`config.mk`:
```
export PLATFORM = sky130hd
export DESIGN_NAME = camera_seq_fsm
export DESIGN_NICKNAME = d
export VERILOG_FILES = /design/src/rtl/camera_seq_fsm.sv
export SDC_FILE = /design/constraint.sdc
export NUM_CORES = 1
export LEC_CHECK = 0
export BUFFER_PORTS_ARGS = -buffer_cell sky130_fd_sc_hd__clkbuf_2
export CAP_MARGIN = 10
export CORE_AREA = 4 4 47 49
export CTS_CLUSTER_SIZE = 30
export DETAILED_ROUTE_END_ITERATION = 8
export DIE_AREA = 0 0 51 53
export GPL_TIMING_DRIVEN = 0
export HOLD_SLACK_MARGIN = 0.03
export PLACE_DENSITY_LB_ADDON = 0.12
export SYNTH_ARGS = -nofsm -noshare
export SYNTH_HDL_FRONTEND = slang
export SYNTH_SLANG_ARGS = --single-unit
export TNS_END_PERCENT = 1
```
`constraint.sdc`:
```
create_clock -name Clk -period 2.6 [get_ports Clk]
set_clock_uncertainty 0.2 [all_clocks]
set_input_delay 0.13 -clock Clk [delete_from_list [all_inputs] [get_ports Clk]]
set_output_delay 0.13 -clock Clk [all_outputs]
set_load 0.1 [all_outputs]
```
`src/rtl/camera_seq_fsm.sv`:
```
// Capture sequencer for a 2x2 pixel array: erase in idle, integrate for the
// latched exposure time, then read row 1 and row 2 through the ADC.
module camera_seq_fsm #(
    parameter int EXP_WIDTH = 5,
    parameter int EXP_MIN   = 2,
    parameter int EXP_MAX   = 30,
    parameter int ADC_HOLD  = 1
) (
    input  logic                 Clk,
    input  logic                 Reset,
    input  logic                 Init,
    input  logic [EXP_WIDTH-1:0] Exp_time,
    output logic                 Erase,
    output logic                 Expose,
    output logic                 NRE_1,
    output logic                 NRE_2,
    output logic                 ADC,
    output logic                 Busy,
    output logic                 Done
);

    // state     | meaning
    // S_IDLE    | pixels held in erase, waiting for Init
    // S_EXPOSE  | integrating; exp_cnt counts the latched time down to 1
    // S_READOUT | rd_cnt walks row 1 then row 2 slots; last slot pulses Done

    localparam int P      = ADC_HOLD + 3;
    localparam int RD_LEN = 2 * P;
    localparam int RD_W   = $clog2(RD_LEN);

    localparam logic [EXP_WIDTH-1:0] T_MIN   = EXP_WIDTH'(EXP_MIN);
    localparam logic [EXP_WIDTH-1:0] T_MAX   = EXP_WIDTH'(EXP_MAX);
    localparam logic [EXP_WIDTH-1:0] E_ONE   = EXP_WIDTH'(1);
    localparam logic [RD_W-1:0]      R_ONE   = RD_W'(1);
    localparam logic [RD_W-1:0]      R_P     = RD_W'(P);
    localparam logic [RD_W-1:0]      R_LAST  = RD_W'(RD_LEN - 1);
    localparam logic [RD_W-1:0]      ADC_END = RD_W'(ADC_HOLD);
    localparam logic [RD_W-1:0]      NRE_END = RD_W'(ADC_HOLD + 1);

    typedef enum logic [1:0] {
        S_IDLE    = 2'd0,
        S_EXPOSE  = 2'd1,
        S_READOUT = 2'd2
    } state_t;

    state_t                state_q, state_d;
    logic [EXP_WIDTH-1:0]  exp_cnt_q, exp_cnt_d;
    logic [RD_W-1:0]       rd_cnt_q, rd_cnt_d;
    logic                  erase_q, erase_d;
    logic                  expose_q, expose_d;
    logic                  nre_1_q, nre_1_d;
    logic                  nre_2_q, nre_2_d;
    logic                  adc_q, adc_d;
    logic                  busy_q, busy_d;
    logic                  done_q, done_d;

    logic [EXP_WIDTH-1:0]  t_clamp;
    logic                  in_read;
    logic                  row2;
    logic [RD_W-1:0]       slot;
    logic                  nre_low;

    always_comb begin
        if (Exp_time < T_MIN) begin
            t_clamp = T_MIN;
        end else if (Exp_time > T_MAX) begin
            t_clamp = T_MAX;
        end else begin
            t_clamp = Exp_time;
        end
    end

    always_comb begin
        state_d   = state_q;
        exp_cnt_d = exp_cnt_q;
        rd_cnt_d  = rd_cnt_q;
        case (state_q)
            S_IDLE: begin
                rd_cnt_d = '0;
                if (Init) begin
                    state_d   = S_EXPOSE;
                    exp_cnt_d = t_clamp;
                end
            end
            S_EXPOSE: begin
                if (exp_cnt_q <= E_ONE) begin
                    state_d   = S_READOUT;
                    exp_cnt_d = '0;
                    rd_cnt_d  = '0;
                end else begin
                    exp_cnt_d = exp_cnt_q - E_ONE;
                end
            end
            S_READOUT: begin
                if (rd_cnt_q == R_LAST) begin
                    state_d  = S_IDLE;
                    rd_cnt_d = '0;
                end else begin
                    rd_cnt_d = rd_cnt_q + R_ONE;
                end
            end
            default: begin
                state_d   = S_IDLE;
                exp_cnt_d = '0;
                rd_cnt_d  = '0;
            end
        endcase
    end

    // Outputs are decoded from the next state so the registered values line
    // up with the cycle the state register enters.
    always_comb begin
        in_read  = (state_d == S_READOUT);
        row2     = (rd_cnt_d >= R_P);
        slot     = row2 ? (rd_cnt_d - R_P) : rd_cnt_d;
        nre_low  = in_read && (slot <= NRE_END);
        erase_d  = (state_d == S_IDLE);
        expose_d = (state_d == S_EXPOSE);
        busy_d   = (state_d != S_IDLE);
        nre_1_d  = !(nre_low && !row2);
        nre_2_d  = !(nre_low && row2);
        adc_d    = in_read && (slot != '0) && (slot <= ADC_END);
        done_d   = in_read && (rd_cnt_d == R_LAST);
    end

    always_ff @(posedge Clk) begin
        if (Reset) begin
            state_q   <= S_IDLE;
            exp_cnt_q <= '0;
            rd_cnt_q  <= '0;
            erase_q   <= 1'b1;
            expose_q  <= 1'b0;
            nre_1_q   <= 1'b1;
            nre_2_q   <= 1'b1;
            adc_q     <= 1'b0;
            busy_q    <= 1'b0;
            done_q    <= 1'b0;
        end else begin
            state_q   <= state_d;
            exp_cnt_q <= exp_cnt_d;
            rd_cnt_q  <= rd_cnt_d;
            erase_q   <= erase_d;
            expose_q  <= expose_d;
            nre_1_q   <= nre_1_d;
            nre_2_q   <= nre_2_d;
            adc_q     <= adc_d;
            busy_q    <= busy_d;
            done_q    <= done_d;
        end
    end

    assign Erase  = erase_q;
    assign Expose = expose_q;
    assign NRE_1  = nre_1_q;
    assign NRE_2  = nre_2_q;
    assign ADC    = adc_q;
    assign Busy   = busy_q;
    assign Done   = done_q;

endmodule

```
==> metrics <==
status finished clean; post-synthesis sequential area ratio 0.3574; Arr. time, crit path 2180 ps; clock share of power 0.180; Crit Path Max Fanout 9; clock buffer depth 2; die area 2703 sq um; cells after synthesis 99; H-tree depth 1; Die Ht 53 um; Comb power frac 0.398; fin worst setup slack 415.4 ps; CP required 2600 ps; average footprint of a synthesized cell 9.618 sq um; # IOs 15; crit-path cells inv_1 -> ha_1 -> buf_2 -> a21boi_1 -> o31ai_2 -> nor4b_4; total power 0.7572 mW; largest net degree at the start of global routing 11; syn nets 115; CP Launch Type flip-flop; CP delay by family, top compound AO/OA/AOI/OAI gates; Starting Density 0.5114; CTS root buffer clkbuf_4; Total GRT Usage 0.1646; CTS tree built; GP Congestion 0.7859; switching share of total power 0.4006; LEAKAGE 0.4894 nW; fin crit share 0.8402; post-route insts no fill 147; fin crit period 2185 ps; worst slew pin tran 613.0 ps; footprint of the multi-input gates 580.6 sq um; Final setup viols 0; count of cell types in the netlist 46; P_int 0.4539 mW; die width 51 um; max incr delay on CP 540 ps; RSZ-0062 raised after global routing no; yosys warns 0; CP Capture Type flip-flop; number of synthesized flops with an enable pin 0; share of post-route cells with drive strength above 1 0.2333; sequential fraction of design power 0.422; MaxCap Viol Count 0; Synth Cell Area 952.2 sq um; setup TNS 0 ps; Cell Pwr Density 680.8 nW/um^2; worst-skew pair later-pin latency 290 ps; CTS clock-pin slew for the worst setup and hold paths 100 ps; vias post-DR 833; Core Area 1862 sq um; register area 340.3 sq um; IO buf count 14; WP buf/inv 2; Routed WL 1909 um; routed vias/inst 5.667; final HPWL from detailed placement 1497 um; initial antenna violation count 0; # rows 16; P_sw 0.3033 mW; placed cells 140; DR pass1 iterations 3; Setup Buffers After CTS 0; critical path's slowest cell o31ai_2; top_reg_cell synth dfxtp_1; Max VDD drop 0.5360 mV; FF-to-FF setup slack 420 ps; First DRT Iteration DRCs 12; Final Hold Vio Count 0; total grt overflow 0; dpl ws 430.7 ps; # clock sinks 17; worst hold-check path type input pin to flip-flop; headroom to the max-slew limit 0.5889; area delta synth->final 16.82%; vias in the first global route 757; remaining antenna violation count 0; synthesis-stage register bit count 17; # DRC 0; # diodes 0; fmax 0.4577 GHz; drt wl/cell 12.99 um; first-pass GRT wire length 3249 um; TritonCTS Buffers 3; number of slew-limit violations in the final report 0; critical path class flip-flop to flip-flop; Async S/R FF share, synth 0; NumNets Final 137; # fillers 169
## stage by stage
step	area, sq um	hold WS, ps	util
finish	1112	66.17	0.5974
global route	1112	78.90	0.5974
CTS	1112	55.31	0.5974
detailed placement	1056	180.7	0.5672
global placement	1056	178.3	0.5672
floorplan	952.2	10.66	-
## tightest hold or removal path: cells and delay by family
kind / cells / cell delay, ps
compound gates: 2 / 270
buf+inv: 1 / 110
## layout by cell type, fill, tap and decap left out, drive strengths merged, types with 2 or more instances in the layout
| cell type | n |
|---|---|
| a21o | 3 |
| clkbuf | 20 |
| a211oi | 3 |
| a21oi | 5 |
| o31ai | 2 |
| dfxtp | 17 |
| inv | 5 |
| dlygate4sd3 | 3 |
| nor3 | 5 |
| nand4 | 3 |
| a32oi | 2 |
| or3 | 3 |
| nor2 | 7 |
| o21ba | 2 |
| o21ai | 3 |
| or2 | 2 |
| and3 | 2 |
| and2b | 2 |
| nand3b | 2 |
| nand2 | 2 |
| ha | 8 |
| o211a | 2 |
## layout make-up
cell class                 instances  area share
multi-input combinational         74      0.5219
buffer                             3     0.01125
inverter                           5     0.01687
sequential                        17      0.3060
clock buffer                       4     0.02362
tap                               27     0.03037
timing repair buffer              17     0.08999
## what timing repair did
| action | CTS | global route |
|---|---|---|
| gates resized for setup | 0 | 0 |
| endpoints found under the hold margin | 6 | 0 |
| hold buffers | 3 | 0 |
## flip-flops by register name (all words and copies together), names as in the netlist
| register | flops |
|---|---|
| ADC | 1 |
| Busy | 1 |
| Done | 1 |
| Erase | 1 |
| Expose | 1 |
| NRE_1 | 1 |
| NRE_2 | 1 |
| exp_cnt_q | 5 |
| rd_cnt_q | 3 |
| state_q | 2 |
## logic make-up (layout without fill, tap and decap cells)
| group | count (synthesis) | count (layout) | share of synthesized area |
|---|---|---|---|
| fa+ha+maj | 8 | 8 | 0.1051 |
| compound gates | 29 | 29 | 0.2339 |
| simple gates | 36 | 36 | 0.2615 |
| buf+inv | 8 | 29 | 0.03284 |
| xor+xnor | 1 | 1 | 0.009200 |
| flops | 17 | 17 | 0.3574 |
## power by group through the flow
stage,Sequential [mW],Combinational [mW],Clock (mW)
after floorplan,0.392,0.172,0
final,0.319,0.302,0.136
after global routing,0.323,0.334,0.149
after detailed placement,0.325,0.299,0
after global placement,0.324,0.297,0
after CTS,0.319,0.303,0.142
## metal layers
layer	vias up	GRT usage	part of all wire
met1	395	0.1744	0.46
li1	423	-	-
met3	4	0.06197	0.038
met2	11	0.3004	0.49
met4	0	0.04933	0.011
met5	-	0	0
## synth_stat cells (2+ instances only)
library cell	n	area [sq um]
ha_1	8	100.1
clkbuf_1	2	7.510
a211oi_1	3	22.52
nor3_1	4	20.02
o21ai_1	2	10.01
nor2_1	7	26.28
o211a_1	2	20.02
and2b_1	2	15.01
o21ba_2	2	20.02
a21oi_1	5	25.02
a32oi_1	2	17.52
nand3b_1	2	15.01
nand4_1	3	18.77
dfxtp_1	17	340.3
and3_1	2	12.51
inv_1	4	15.01
nand2_1	2	7.510
a21o_1	2	15.01
## final timing paths
| check | startpoint | end | cells after the start |
|---|---|---|---|
| min | Exp_time[3] | exp_cnt_q[3] | 3 |
| max | state_q[1] | Done | 6 |
| max reg2reg | state_q[1] | Done | 6 |
| min reg2reg | rd_cnt_q[0] | rd_cnt_q[0] | 1 |
Note: power is estimated with default switching activity, not from simulation.
